**src/rtl/pifo_tree_pop_scheduler.sv**
```systemverilog
// pifo_tree_pop_scheduler
//   Pop-side scheduler for a multi-tree PIFO. Counts per-tree occupancy from
//   accepted pushes and issued pops. Picks the next tree to pop with weighted
//   round-robin. Pop commands are spaced OP_GAP cycles apart, measured from
//   one issue to the next.
//
// Ports
//   i_clk, i_arst       clock and asynchronous active-high reset
//   i_push              push presented to the PIFO this cycle
//   i_push_tree_id      target tree of that push
//   o_tree_full         per-tree: occupancy == TREE_CAP
//   o_tree_empty        per-tree: occupancy == 0
//   o_push_drop         one-cycle pulse: the previous cycle's push hit a full tree
//   i_weight_wr         weight write strobe
//   i_weight_tree_id    tree whose weight is written
//   i_weight_data       new weight (0 behaves as 1)
//   i_sched_en          scheduler enable
//   i_out_ready         downstream can take a popped element
//   o_pop               one-cycle pop command
//   o_pop_tree_id       tree being popped (valid with o_pop)
//   o_busy              FSM is not in IDLE
//
// state  | meaning
// IDLE   | waiting for enable, ready and a non-empty tree
// ISSUE  | o_pop is high for the tree chosen in the previous cycle
// GAP    | spacing cycles before the next pop may be issued
// REFILL | every credit is reloaded from its weight
//
// Pop decisions are made one cycle before the ISSUE state. The chosen tree is
// registered straight into o_pop/o_pop_tree_id. The last GAP cycle and the
// REFILL cycle are decision slots in their own right. This keeps issue-to-issue
// spacing at OP_GAP, and a refill costs exactly one bubble.
module pifo_tree_pop_scheduler #(
  parameter int TREE_NUM      = 4,
  parameter int TREE_NUM_BITS = $clog2(TREE_NUM),
  parameter int TREE_CAP      = 340,
  parameter int CNT_BITS      = $clog2(TREE_CAP + 1),
  parameter int WEIGHT_BITS   = 4,
  parameter int OP_GAP        = 2
) (
  input  logic                     i_clk,
  input  logic                     i_arst,
  input  logic                     i_push,
  input  logic [TREE_NUM_BITS-1:0] i_push_tree_id,
  output logic [TREE_NUM-1:0]      o_tree_full,
  output logic [TREE_NUM-1:0]      o_tree_empty,
  output logic                     o_push_drop,
  input  logic                     i_weight_wr,
  input  logic [TREE_NUM_BITS-1:0] i_weight_tree_id,
  input  logic [WEIGHT_BITS-1:0]   i_weight_data,
  input  logic                     i_sched_en,
  input  logic                     i_out_ready,
  output logic                     o_pop,
  output logic [TREE_NUM_BITS-1:0] o_pop_tree_id,
  output logic                     o_busy
);

  typedef enum logic [1:0] {S_IDLE, S_ISSUE, S_GAP, S_REFILL} state_e;

  localparam int GAP_BITS = (OP_GAP > 2) ? $clog2(OP_GAP - 1) : 1;
  localparam logic [GAP_BITS-1:0] GAP_LOAD = GAP_BITS'((OP_GAP > 1) ? OP_GAP - 2 : 0);
  localparam logic [CNT_BITS-1:0] CAP = CNT_BITS'(TREE_CAP);

  state_e                   state_q, state_d;
  logic [GAP_BITS-1:0]      gap_q, gap_d;
  logic [TREE_NUM_BITS-1:0] ptr_q, ptr_d;
  logic [CNT_BITS-1:0]      cnt_q    [TREE_NUM];
  logic [CNT_BITS-1:0]      cnt_d    [TREE_NUM];
  logic [WEIGHT_BITS-1:0]   weight_q [TREE_NUM];
  logic [WEIGHT_BITS-1:0]   weight_d [TREE_NUM];
  logic [WEIGHT_BITS-1:0]   credit_q [TREE_NUM];
  logic [WEIGHT_BITS-1:0]   credit_d [TREE_NUM];
  logic                     pop_q, pop_d;
  logic [TREE_NUM_BITS-1:0] pop_id_q, pop_id_d;
  logic                     drop_q, drop_d;
  logic [TREE_NUM-1:0]      full_q, full_d;
  logic [TREE_NUM-1:0]      empty_q, empty_d;

  logic [CNT_BITS-1:0]      cnt_avail  [TREE_NUM];
  logic [WEIGHT_BITS-1:0]   credit_eff [TREE_NUM];
  logic [TREE_NUM-1:0]      elig;
  logic                     any_occ;
  logic                     any_elig;
  logic [TREE_NUM_BITS-1:0] sel;
  logic [TREE_NUM_BITS-1:0] idx;
  logic                     slot;
  logic                     go;

  function automatic logic [WEIGHT_BITS-1:0] refill_val(input logic [WEIGHT_BITS-1:0] w);
    return (w == '0) ? WEIGHT_BITS'(1) : w;
  endfunction

  // Occupancy and weight bookkeeping. The pop being driven this cycle
  // (pop_q) is the one that decrements the counter.
  always_comb begin
    drop_d   = 1'b0;
    weight_d = weight_q;
    for (int t = 0; t < TREE_NUM; t++) begin
      cnt_d[t] = cnt_q[t];
      if (i_push && (i_push_tree_id == TREE_NUM_BITS'(t))) begin
        if (pop_q && (pop_id_q == TREE_NUM_BITS'(t))) begin
          cnt_d[t] = cnt_q[t];
        end else if (cnt_q[t] != CAP) begin
          cnt_d[t] = cnt_q[t] + CNT_BITS'(1);
        end else begin
          drop_d = 1'b1;
        end
      end else if (pop_q && (pop_id_q == TREE_NUM_BITS'(t)) && (cnt_q[t] != '0)) begin
        cnt_d[t] = cnt_q[t] - CNT_BITS'(1);
      end
      full_d[t]  = (cnt_d[t] == CAP);
      empty_d[t] = (cnt_d[t] == '0);
    end
    if (i_weight_wr) begin
      weight_d[i_weight_tree_id] = i_weight_data;
    end
  end

  // Eligibility ignores the pop in flight (OP_GAP == 1 decides during ISSUE).
  // In REFILL the decision sees the reloaded credits.
  always_comb begin
    any_occ  = 1'b0;
    for (int t = 0; t < TREE_NUM; t++) begin
      cnt_avail[t]  = cnt_q[t] - CNT_BITS'(pop_q && (pop_id_q == TREE_NUM_BITS'(t)));
      credit_eff[t] = (state_q == S_REFILL) ? refill_val(weight_q[t]) : credit_q[t];
      elig[t]       = (cnt_avail[t] != '0) && (credit_eff[t] != '0);
      any_occ       = any_occ | (cnt_avail[t] != '0);
    end
    any_elig = |elig;

    sel = ptr_q;
    idx = ptr_q;
    for (int k = TREE_NUM - 1; k >= 0; k--) begin
      idx = TREE_NUM_BITS'((int'(ptr_q) + k) % TREE_NUM);
      if (elig[idx]) begin
        sel = idx;
      end
    end
  end

  always_comb begin
    state_d  = state_q;
    gap_d    = gap_q;
    ptr_d    = ptr_q;
    credit_d = credit_q;
    pop_d    = 1'b0;
    pop_id_d = pop_id_q;

    if (state_q == S_REFILL) begin
      credit_d = credit_eff;
    end

    case (state_q)
      S_ISSUE: begin
        if (OP_GAP > 1) begin
          state_d = S_GAP;
          gap_d   = GAP_LOAD;
        end else begin
          state_d = S_IDLE;
        end
      end
      S_GAP: begin
        if (gap_q != '0) begin
          gap_d = gap_q - GAP_BITS'(1);
        end else begin
          state_d = S_IDLE;
        end
      end
      S_REFILL: state_d = S_IDLE;
      default:  state_d = state_q;
    endcase

    slot = (state_q == S_IDLE) || (state_q == S_REFILL) ||
           ((state_q == S_GAP) && (gap_q == '0)) ||
           ((state_q == S_ISSUE) && (OP_GAP == 1));
    go   = slot && i_sched_en && i_out_ready && any_occ;

    if (go) begin
      if (any_elig) begin
        state_d       = S_ISSUE;
        pop_d         = 1'b1;
        pop_id_d      = sel;
        credit_d[sel] = credit_eff[sel] - WEIGHT_BITS'(1);
        if (credit_eff[sel] == WEIGHT_BITS'(1)) begin
          ptr_d = (int'(sel) == TREE_NUM - 1) ? '0 : sel + TREE_NUM_BITS'(1);
        end
      end else begin
        state_d = S_REFILL;
      end
    end
  end

  always_ff @(posedge i_clk or posedge i_arst) begin
    if (i_arst) begin
      state_q  <= S_IDLE;
      gap_q    <= '0;
      ptr_q    <= '0;
      pop_q    <= 1'b0;
      pop_id_q <= '0;
      drop_q   <= 1'b0;
      full_q   <= '0;
      empty_q  <= '1;
      for (int t = 0; t < TREE_NUM; t++) begin
        cnt_q[t]    <= '0;
        weight_q[t] <= WEIGHT_BITS'(1);
        credit_q[t] <= WEIGHT_BITS'(1);
      end
    end else begin
      state_q  <= state_d;
      gap_q    <= gap_d;
      ptr_q    <= ptr_d;
      pop_q    <= pop_d;
      pop_id_q <= pop_id_d;
      drop_q   <= drop_d;
      full_q   <= full_d;
      empty_q  <= empty_d;
      cnt_q    <= cnt_d;
      weight_q <= weight_d;
      credit_q <= credit_d;
    end
  end

  assign o_pop         = pop_q;
  assign o_pop_tree_id = pop_id_q;
  assign o_push_drop   = drop_q;
  assign o_tree_full   = full_q;
  assign o_tree_empty  = empty_q;
  assign o_busy        = (state_q != S_IDLE);

endmodule

```
**config.mk**
```make
export PLATFORM = sky130hd
export DESIGN_NAME = pifo_tree_pop_scheduler
export DESIGN_NICKNAME = d
export VERILOG_FILES = /design/src/rtl/pifo_tree_pop_scheduler.sv
export SDC_FILE = /design/constraint.sdc
export NUM_CORES = 1
export LEC_CHECK = 0
export CORE_MARGIN = 2
export CORE_UTILIZATION = 65
export CTS_CLUSTER_DIAMETER = 50
export DETAILED_ROUTE_END_ITERATION = 12
export PLACE_DENSITY = 0.86
export SYNTH_ARGS = -nofsm -noshare
export SYNTH_HDL_FRONTEND = slang
export SYNTH_SLANG_ARGS = --single-unit
```
**constraint.sdc**
```tcl
create_clock -name i_clk -period 8.5 [get_ports i_clk]
set_input_delay 0.85 -clock i_clk [delete_from_list [all_inputs] [get_ports i_clk]]
set_output_delay 0.85 -clock i_clk [all_outputs]
set_load 0.03 [all_outputs]
```
; After elaboration in Yosys (flattened, before gate mapping)
; Index checks and enable logic that the tools add are counted.
[op_classes]
n_reduce_logical = 54
order_cmp = 8
eq_ne = 20
n_addsub = 18
n_bitwise = 6
muxes = 69
[ops]
columns = cell, count
row1 = $mux 9, 16
row2 = $reduce_bool 9->1, 8
row3 = $mux 16, 3
row4 = $mux 4, 12
row5 = $add 9x1->9 const B, 4
row6 = $eq 9x9->1 const B, 4
row7 = $logic_not 9->1, 4
row8 = $ne 9x9->1 const B, 4
row9 = $sub 9x1->9, 4
row10 = $sub 9x1->9 const B, 4
row11 = $bwmux 16, 2
row12 = $logic_and 1x1->1, 22
row13 = $reduce_bool 4->1, 5
row14 = $mux 1, 19
row15 = $demux 4 s2, 2
row16 = $logic_not 4->1, 4
row17 = $mux 2, 8
row18 = $eq 2x2->1 const B, 6
row19 = $lt 2x3->1 const B, 4
row20 = $bmux 1 s2, 4
row21 = $bmux 4 s2, 1
row22 = $eq 2x1->1 const B, 4
row23 = $ge 3x3->1 const B, 2
row24 = $logic_not 2->1, 3
row25 = 17 further kinds, 26
[word_totals]
inputBits = 14
out_inout_bits = 13
elab_cells = 195
register_bits = 85

; Longest topological paths before layout
; Gate-level depths: netlist of the first run.
[logic_depth]
word_depth = 19
mapped_depth = 16
depth_no_buf = 16

; Worst setup path before layout of the first run
; No wires, ideal clock.
[synth_timing]
path_type = reg-to-reg
startpoint = register pop_id_q[0] (netlist: o_pop_tree_id[0])
endpoint = register ptr_q[0]
path_slack_ps = 4730
arrival_ps = 3642
t_required_ps = 8372
synth_period_minus_slack_ps = 3770
setup_ps = 128
path_buffers = 0
stages_incl_launch_ff = 16
cell_sequence = dfrtp_1 nand2_1 or2_2 inv_1 ha_1 or3b_2 or4_4 o31a_2 nand2b_4 o211ai_4 inv_4 and2_0 o31a_1 ha_1 nand4_1 mux2_1
[synth_via]
elab_chain_len = 17
word_cells_on_any_way = 46
cone_classes = add/sub: 5 / eq/ne: 5 / mux: 16 / bitwise: 4 / reduce/logical: 16
[synth_rtl]
columns = item, line_no
row1 = "start, declared", 74  ; logic [TREE_NUM_BITS-1:0] pop_id_q, pop_id_d;
row2 = "start signal, assigned", 213  ; pop_id_q <= pop_id_d;
row3 = $eq 2x1->1 (tied with other cells), 124  ; cnt_avail[t] = cnt_q[t] - CNT_BITS'(pop_q && (pop_id_q == TREE_NUM_BITS'(t)));
row4 = $logic_and 1x1->1, 124
row5 = $sub 9x1->9, 124
row6 = $reduce_bool 9->1, 126  ; elig[t] = (cnt_avail[t] != '0) && (credit_eff[t] != '0);
row7 = $logic_and 1x1->1, 126
row8 = $bmux 1 s2, 135  ; if (elig[idx]) begin
row9 = $mux 1 (not written as such), 135
row10 = $mux 2 (3 in series), 135
row11 = $mux 2 (*), 135
row12 = via sel[1], 84  ; logic [TREE_NUM_BITS-1:0] sel;
row13 = $not 2->3 (not written as such), 184  ; if (credit_eff[sel] == WEIGHT_BITS'(1)) begin
row14 = $bmux 4 s2, 184
row15 = $mux 4 (not written as such) (2 in series), 184
row16 = $eq 4x1->1, 184
row17 = $reduce_and 3->1 (no source line), -
row18 = "end signal, assigned", 211  ; ptr_q <= ptr_d;
row19 = "end, declared", 66  ; logic [TREE_NUM_BITS-1:0] ptr_q, ptr_d;
; The timed path passes the listed nets; every way through them passes the cells marked *. The select of a mux whose other input is x is not followed.
; A chain may end at the register's enable or synchronous reset.

; Worst setup path in the final report of the first run
[layout_timing]
startpoint = register state_q[0]
endpoint = register ptr_q[0]
[layout_via]
elab_chain_len = 16
word_cells_on_any_way = 43
cone_classes = add/sub: 1 / eq/ne: 4 / mux: 20 / bitwise: 1 / reduce/logical: 17
[layout_rtl]
columns = item, line_no
row1 = "start, declared", 64  ; state_e state_q, state_d;
row2 = "start signal, assigned", 209  ; state_q <= state_d;
row3 = $eq 2x2->1 (*), 125  ; credit_eff[t] = (state_q == S_REFILL) ? refill_val(weight_q[t]) : credit_q[t];
row4 = $mux 4, 125
row5 = $reduce_bool 4->1, 126
row6 = $logic_and 1x1->1, 126
row7 = $bmux 1 s2, 135
row8 = $mux 1 (not written as such), 135
row9 = $mux 2 (3 in series), 135
row10 = $mux 2 (*), 135
row11 = via sel[0], 84
row12 = $not 2->3 (not written as such), 184
row13 = $bmux 4 s2, 184
row14 = $mux 4 (not written as such) (2 in series), 184
row15 = $eq 4x1->1, 184
row16 = $reduce_and 3->1 (no source line), -
; Marks and branches as above.

==> reports/metrics.yaml, run 1 <==
timing:
  hold_viol: 0
  clock_skew_ps: 4.893
  slew_headroom_pct: 47.91
  fmax_mhz: 232.9
  rsz0062_at_grt: "no"
  period_share_pct: 50.51
  worst_slew_pin_slew_ps: 778.5
  finalSetupViolCount: 0
  period_minus_slack_ps: 4293
  drv_slew: 0
  fin_tns_setup_ps: 0
power_and_ir_drop:
  power_mw: 1.867
  vdd_drop_max_mv: 0.1805
  p_per_area_mw_per_mm2: 323.1
  p_leak_nw: 2.514
floorplan:
  die_w_um: 93.54
  die_area_mm2: 0.008750
  dieHeight_um: 93.54
  rows: 32
  start_util_pct: 67.09
  io_pins: 27
  core_area_mm2: 0.007767
grt:
  track_usage_pct: 29.82
  grt_pass1_wl_mm: 20.56
  antenna_found_initial: 0
  grt_pass1_vias: 4225
  overflow: 0
  grt_max_degree: 59
drt:
  wl_per_cell_um: 17.58
  ant_nets: 0
  wl_mm: 11.81
  drc: 0
  drt_iter0_drc: 280
  dr.pass1.iters: 5
  vias: 4283
  vias_per_cell: 6.374
cts:
  cts.htree.levels: 3
  cts_buffers: 9
  clock_sinks: 84
  clk_latency_ps: 360
  cts_setup_buffers: 0
  ctsHoldBuffers: 0
  root_buffer: "clkbuf_8"
  path_clk_slew_ps: 80
  cts_tree: "yes"
  cts_resized: 0
  clockBufferDepth: 2
final_layout:
  antenna_cells: 0
  drive_gt1_share_pct: 11.93
  multi_input_area_mm2: 0.002932
  fillCellCount: 556
  layout.area.seq_mm2: 0.002117
  fin_area_mm2: 0.005779
  num-nets-final: 601
  areaGrowthSynthToFinish_pct: 10.90
synthesis:
  yosys_warnings: 0
  synthesis.area_mm2: 0.005211
  synth_edf_count: 0
  syn-instance-count: 543
  synth_top_cell_by_area: "dfrtp_1"
  ys.flop_type: "dfrtp_1"
  ys_seq_area_share_pct: 40.62
  ys_ff_latch: 84
  ys_types: 71
  syn-num-nets: 579
  synth_top_area_share_pct: 34.57
  avgSynthCellArea_um2: 9.597
  synthTopCellsByArea: "dfrtp_1, dfstp_2, ha_1, mux2_2, nand2_1"
  synthArstFlopShare_pct: 100.0
placement:
  place_congestion: 0.9290
  io_buffers: 26
  placed_area_mm2: 0.005544
  dp_hpwl_mm: 8.705
setup_path:
  crit_chain: "nand2_1 -> mux2_2 -> o31ai_2 -> nand3b_1 -> a211oi_1 -> nand2_4 -> inv_4 -> mux4_2 -> mux2i_4 -> nand4_1 -> mux2_1"
  max_stage_delay_ps: 630
  cp-end-kind: "flop"
  cp_data_arrival_time_ps: 4540
  worstPathMaxFanout: 16
  crit_path_top_delay_cell: "dfrtp_1"
  crit_type: "flop to flop"
  startpoint_type: "flop"
  cp.required_ps: 8750
hold_path:
  hp-class: "flop to flop"
status:
  status: "finished, final reports clean"
flow_run:
  max_cap_viol_count: 0
## power breakdown
| part | switching [mW] | total [mW] | internal [mW] |
|---|---|---|---|
| combinational | 0.463 | 0.807 | 0.344 |
| clock | 0.150 | 0.332 | 0.182 |
| sequential | 0.187 | 0.729 | 0.542 |
| total | 0.800 | 1.87 | 1.07 |
## synth_stat cells (3+ instances only)
library cell and number:
nor4_1 9, o21ai_1 4, xnor2_1 19, dfstp_2 12, nand2_1 53, o22ai_1 3, dfrtp_1 72, o31ai_1 3
nor3b_1 3, inv_1 21, o21ai_0 14, nand3b_1 6, mux2_2 19, mux2i_1 19, nor3_1 24, xor2_1 20
and2_1 6, or4_1 4, clkbuf_1 15, and3_1 10, nand4b_1 3, nand4_1 12, a41oi_1 4, a31oi_1 6
nand3_1 16, a211oi_1 7, a21oi_1 28, or3_1 13, a221oi_1 3, nand2b_1 6, nor2_1 36, ha_1 22
## placed cells by master (no fill, tap or decap), types with 16 or more instances in the layout
master and count:
ha_1 22, nor3_1 24, mux2i_1 19, dfrtp_1 72, nor2_1 36, mux2_2 19
clkdlybuf4s50_1 26, xnor2_1 19, nand2_1 53, inv_1 20, nand3_1 16, xor2_1 20
a21oi_1 28
## area by class of cell
cell class	count	area share [%]
Tap cell	102	2.208
Inverter	23	1.602
Timing Repair Buffer	28	4.763
Clock buffer	11	2.620
Sequential cell	84	36.63
Clock inverter	5	1.451
Multi-Input combinational cell	419	50.73
## state kept, by name (all words and copies together), names as in the netlist
| signal | flops |
|---|---|
| cnt_q | 36 |
| credit_q | 16 |
| weight_q | 16 |
| o_tree_empty | 4 |
| o_tree_full | 4 |
| o_pop_tree_id | 2 |
| ptr_q | 2 |
| state_q | 2 |
| o_pop | 1 |
| o_push_drop | 1 |
## through the flow
step	setup slack, ps	utilization, %	std cells	hold WS (ps)
after detailed placement	4298	71.38	656	521.8
after CTS	4291	74.40	672	533.5
after global routing	3887	74.40	672	577.0
after floorplan	4730	-	543	473.6
final	4207	74.40	672	531.2
after global placement	4453	71.38	656	515.4
## critical path: cells and delay by family (launching register included)
family                 cells  cell delay (ps)
AOI/OAI and AO/OA          2              930
buffers and inverters      1              140
DFF                        1              630
muxes                      4             1540
and+or+nand+nor            4              920
## logic make-up after synthesis
logic type               share of synthesized area [%]
multiplexers                                     8.836
AND/OR/NAND/NOR                                  23.34
buffers and inverters                            3.121
adder cells (fa/ha/maj)                          5.282
flip-flops                                       40.62
XOR/XNOR                                         6.867
AO/OA/AOI/OAI                                    11.93
## metal layers
layer  up-vias  GRT usage, %  wire length [µm]
met3        27         4.915               706
met2       174         47.24              5633
li1       2032             -                 -
met1      2050         41.15              5173
met5         -             0                 0
met4         0         11.96               298
## path summary, 6_finish.rpt
kind	from	to	slack [ps]	cells past startpoint
min in group asynchronous	i_arst	cnt_q[15]	810	2
max in group asynchronous	i_arst	ptr_q[0]	6630	3
hold / removal	cnt_q[0]	cnt_q[0]	530	1
setup reg to reg	state_q[0]	ptr_q[0]	4210	11
hold reg to reg	cnt_q[0]	cnt_q[0]	530	1
setup / recovery	state_q[0]	ptr_q[0]	4210	11
No activity file was read; power rests on OpenSTA's default activity.
==> run 2: changes to the inputs <==
Settings changed: CORE_UTILIZATION 65 to 61, PLACE_DENSITY 0.86 to 0.82.
Clock period 8.5 ns to 4.3 ns, I/O delays scaled along.
==> reports/metrics.yaml, run 2 (synthesis results as in run 1) <==
grt:
  grt_max_degree: 54
  grt_pass1_wl_mm: 19.98
  overflow: 0
  track_usage_pct: 27.76
  grt_pass1_vias: 4119
  antenna_found_initial: 0
drt:
  vias: 4349
  wl_met1_mm: 5.425
  top_layer: "met4"
  wl_mm: 12.29
  wl_met2_mm: 5.885
  drt_iter0_drc: 284
  drc: 0
  wl_per_cell_um: 18.10
  wl_met3_um: 699
  dr.pass1.iters: 5
  ant_nets: 0
  vias_per_cell: 6.405
setup_path:
  cp.required_ps: 4540
  crit_path_top_delay_cell: "dfrtp_1"
  cp-end-kind: "flop"
  crit_type: "flop to flop"
  cp_common_cell: "nand2_1"
  startpoint_type: "flop"
  cp_data_arrival_time_ps: 4370
  max_stage_delay_ps: 600
  crit_chain: "nand2_1 -> buf_4 -> a221oi_1 -> nand2_1 -> a211oi_1 -> o211ai_4 -> inv_4 -> nand2_1 -> and3_1 -> a31oi_1 -> ha_1 -> nand4_1 -> mux2_1"
  worstPathMaxFanout: 12
final_layout:
  drive_gt1_share_pct: 12.89
  antenna_cells: 0
  fillCellCount: 645
  final_cell_mix: "dfrtp_1, nand2_1, nor2_1"
  areaGrowthSynthToFinish_pct: 11.26
  reg_top3: "cnt_q x36, credit_q x16, weight_q x16"
  layout_commonest_cell: "dfrtp_1"
  largest_register_ffs: 36
  num-nets-final: 605
  layout.cells.non_filler: 679
  top_register: "cnt_q"
timing:
  fin_tns_setup_ps: 0
  period_minus_slack_ps: 4133
  hold_viol: 0
  worst_slew_pin_slew_ps: 938.6
  period_share_pct: 96.12
  rsz0062_at_grt: "no"
  clock_skew_ps: 14.68
  drv_slew: 0
  fmax_mhz: 241.9
  slew_headroom_pct: 37.36
  finalSetupViolCount: 0
hold_path:
  hp-class: "flop to flop"
cts:
  clock_sinks: 84
  cts_buffers: 9
  cts_setup_buffers: 0
  cts.htree.levels: 3
  clockBufferDepth: 2
  clk_latency_ps: 360
  root_buffer: "clkbuf_8"
  cts_tree: "yes"
  path_clk_slew_ps: 90
placement:
  dp_hpwl_mm: 8.854
  io_buffers: 26
  place_congestion: 1.003
  dp.cells: 663
floorplan:
  die_w_um: 96.43
  core_area_mm2: 0.008258
  die_area_mm2: 0.009299
  io_pins: 27
  rows: 33
  start_util_pct: 63.11
  dieHeight_um: 96.43
power_and_ir_drop:
  p_leak_nw: 2.522
  p_per_area_mw_per_mm2: 635.7
  vdd_drop_max_mv: 0.3682
flow_run:
  max_cap_viol_count: 0
status:
  status: "finished, final reports clean"
==> run 2: changes by cell type in the layout (fill, tap and decap cells not counted), sizes merged <==
cell and delta:
buf +4, inv +2, bufinv -1, clkbuf -1
==> run 2: routing by layer <==
metal  global-route usage (%)  vias to the layer above
met1                    38.35                     2119
met3                    3.879                       33
met5                        0                        -
li1                         -                     2028
met2                    44.79                      169
met4                    10.21                        0
==> run 2: report_power, final <==
group	internal (mW)	switching [mW]	total, mW	leakage [nW]
clock network	0.290	0.318	0.608	0.0995
registers	1.07	0.363	1.43	1.00
logic	0.694	0.950	1.64	1.42
total	2.05	1.63	3.69	2.52
==> run 2: critical path: cells and delay by family (launching register included) <==
| kind | cells | cell delay (ps) |
|---|---|---|
| muxes | 1 | 370 |
| DFF | 1 | 600 |
| and+or+nand+nor | 5 | 880 |
| adders and majority gates | 1 | 200 |
| buffers and inverters | 2 | 430 |
| AOI/OAI and AO/OA | 4 | 1520 |
==> run 2: final timing paths <==
check	from	to	slack [ps]	depth (start not counted)
max	state_q[0]	ptr_q[0]	170	13
min	weight_q[12]	weight_q[12]	540	2
max reg2reg	state_q[0]	ptr_q[0]	170	13
min reg2reg	weight_q[12]	weight_q[12]	540	2
max in group asynchronous	i_arst	credit_q[8]	2770	3
min in group asynchronous	i_arst	cnt_q[24]	570	2
==> run 2: per-stage QoR <==
step	power (mW)	hold slack, ps	instance area [µm²]	setup slack, ps	util, %
floorplan	2.590	473.6	5211	530.0	-
global placement	2.950	513.4	5578	379.2	67.55
detailed placement	3.022	528.9	5578	257.6	67.55
CTS	3.641	542.6	5787	233.6	70.08
global route	3.937	566.4	5798	6.491	70.21
finish	3.686	541.9	5798	166.7	70.21
==> run 2: repair_timing <==
action                                  4_1_cts  5_1_grt
hold buffers                                  0        0
endpoints found under the setup margin        0        1
resized for setup                             0        2
hold endpoints to repair                      0        0
==> run 2: final cells by class <==
| type | instances | area (µm²) | share of cell area [%] |
|---|---|---|---|
| Inverter | 23 | 92.59 | 1.597 |
| Multi-Input combinational cell | 419 | 2943 | 50.76 |
| Clock buffer | 10 | 137.6 | 2.374 |
| Timing Repair Buffer | 32 | 305.3 | 5.265 |
| Tap cell | 105 | 131.4 | 2.266 |
| Clock inverter | 6 | 71.32 | 1.230 |
| Sequential cell | 84 | 2117 | 36.51 |
==> run 3: changes to the inputs <==
Settings changed: GPL_TIMING_DRIVEN from default to 0.
==> reports/metrics.yaml, run 3 (synthesis results as in run 1) <==
drt:
  vias: 4425
  wl_met3_um: 706
  wl_per_cell_um: 17.65
  wl_met2_mm: 6.018
  wl_met1_mm: 5.289
  ant_nets: 0
  vias_per_cell: 6.395
  wl_mm: 12.22
  drc: 0
  dr.pass1.iters: 5
  top_layer: "met4"
  drt_iter0_drc: 284
hold_path:
  hp-class: "input pin to async pin"
floorplan:
  io_pins: 27
  start_util_pct: 63.11
  core_area_mm2: 0.008258
  rows: 33
  dieHeight_um: 96.43
  die_w_um: 96.43
  die_area_mm2: 0.009299
setup_path:
  r2r_cells: 16
  critical_path.top_delay_family: "simple AND/OR/NAND/NOR gates"
  crit_type: "flop to flop"
  crit_chain: "nand2_1 -> or2_2 -> inv_1 -> ha_1 -> or3b_2 -> or4_4 -> o31a_2 -> nand2b_4 -> o211ai_4 -> inv_4 -> o2111ai_1 -> o31a_1 -> inv_1 -> ha_1 -> xor2_1 -> mux2i_1"
  startpoint_type: "flop"
  timing.rr.start: "o_pop_tree_id[0]"
  cp_data_arrival_time_ps: 4300
  cp.required_ps: 4530
  cp.buffers_inverters: 3
  r2r_slack_ps: 230
  crit_path_top_delay_cell: "dfrtp_1"
  crit_start: "o_pop_tree_id[0]"
  cp-end-kind: "flop"
  worstPathMaxFanout: 11
  cp-endpoint: "credit_q[2]"
  crit_cells: 16
  r2r-end: "credit_q[2]"
  max_stage_delay_ps: 470
final_layout:
  largest_register_ffs: 36
  areaGrowthSynthToFinish_pct: 12.29
  top_register: "cnt_q"
  num-nets-final: 618
  drive_gt1_share_pct: 12.27
  antenna_cells: 0
  reg_top3: "cnt_q x36, credit_q x16, weight_q x16"
  layout_commonest_cell: "dfrtp_1"
  final_cell_mix: "dfrtp_1, nand2_1, nor2_1"
  layout.cells.non_filler: 692
  fin_util_pct: 70.86
power_and_ir_drop:
  p_leak_nw: 2.532
  vdd_drop_max_mv: 0.4124
  p_per_area_mw_per_mm2: 626.9
grt:
  track_usage_pct: 28.08
  grt_pass1_wl_mm: 20.15
  antenna_found_initial: 0
  grt_max_degree: 66
  grt_pass1_vias: 4241
  overflow: 0
placement:
  io_buffers: 26
  pre_cts_ws_ps: 197.1
  place_congestion: 0.9180
  dp.cells: 675
  dp_hpwl_mm: 8.896
timing:
  worst_slew_pin_slew_ps: 940.8
  period_minus_slack_ps: 4070
  period_share_pct: 94.65
  drv_slew: 0
  hold_viol: 0
  fin_tns_setup_ps: 0
  slew_headroom_pct: 36.70
  fin_hold_ws_ps: 352.7
  finalSetupViolCount: 0
  setup_slack_ps: 230.1
  fmax_mhz: 245.7
  rsz0062_at_grt: "no"
  clock_skew_ps: 8.818
cts:
  clockBufferDepth: 2
  root_buffer: "clkbuf_8"
  ctsHoldBuffers: 0
  cts_tree: "yes"
  cts_buffers: 9
  path_clk_slew_ps: 90
  clock_sinks: 84
  cts.htree.levels: 3
  clk_latency_ps: 370
status:
  status: "finished, final reports clean"
flow_run:
  max_cap_viol_count: 0
[run 3: where the power goes]
group,switching (mW),total [mW],internal (mW)
clock network,0.314,0.545,0.231
logic,1.10,1.82,0.718
registers,0.235,1.31,1.07
total,1.65,3.67,2.02
[run 3: worst min-delay path by stage]
| stage | to | slack [ps] | startpoint |
|---|---|---|---|
| floorplan | weight_q[12] | 470 | weight_q[12] |
| global placement | weight_q[12] | 500 | weight_q[12] |
| detailed placement | weight_q[12] | 510 | weight_q[12] |
| CTS | cnt_q[10] | 360 | i_arst |
| global route | cnt_q[10] | 370 | i_arst |
| finish | cnt_q[10] | 350 | i_arst |
[run 3: final cells by class]
class / instances / area, µm²
Buffer: 17 / 71.32
Inverter: 23 / 93.84
Sequential cell: 84 / 2117
Tap cell: 105 / 131.4
Fill cell: 634 / 2406
Timing Repair Buffer: 28 / 295.3
Clock buffer: 10 / 137.6
Multi-Input combinational cell: 419 / 2958
Clock inverter: 6 / 47.55
[run 3: worst register-to-register path, cell delays in order (launching register included)]
cell	delay, ps
dfrtp_1	470
nand2_1	70
or2_2	320
inv_1	70
ha_1	120
or3b_2	430
or4_4	450
o31a_2	170
nand2b_4	170
o211ai_4	290
inv_4	140
o2111ai_1	230
o31a_1	250
inv_1	60
ha_1	190
xor2_1	350
mux2i_1	150
[run 3: timing repair]
item,in CTS,in global routing
gates resized for setup,0,4
setup buffers,0,1
endpoints found under the setup margin,0,14
[run 3: per-layer routing]
metal | global-route usage [%] | vias up
met1 | 38.04 | 2170
met3 | 5.043 | 22
met5 | 0 | -
met2 | 45.66 | 170
li1 | - | 2063
met4 | 9.624 | 0
[run 3: metrics by stage]
| stage | cell area (µm²) | total power [mW] |
|---|---|---|
| detailed placement | 5633 | 3.046 |
| finish | 5852 | 3.669 |
| floorplan | 5211 | 2.590 |
| global route | 5852 | 3.926 |
| CTS | 5818 | 3.599 |
| global placement | 5603 | 2.942 |
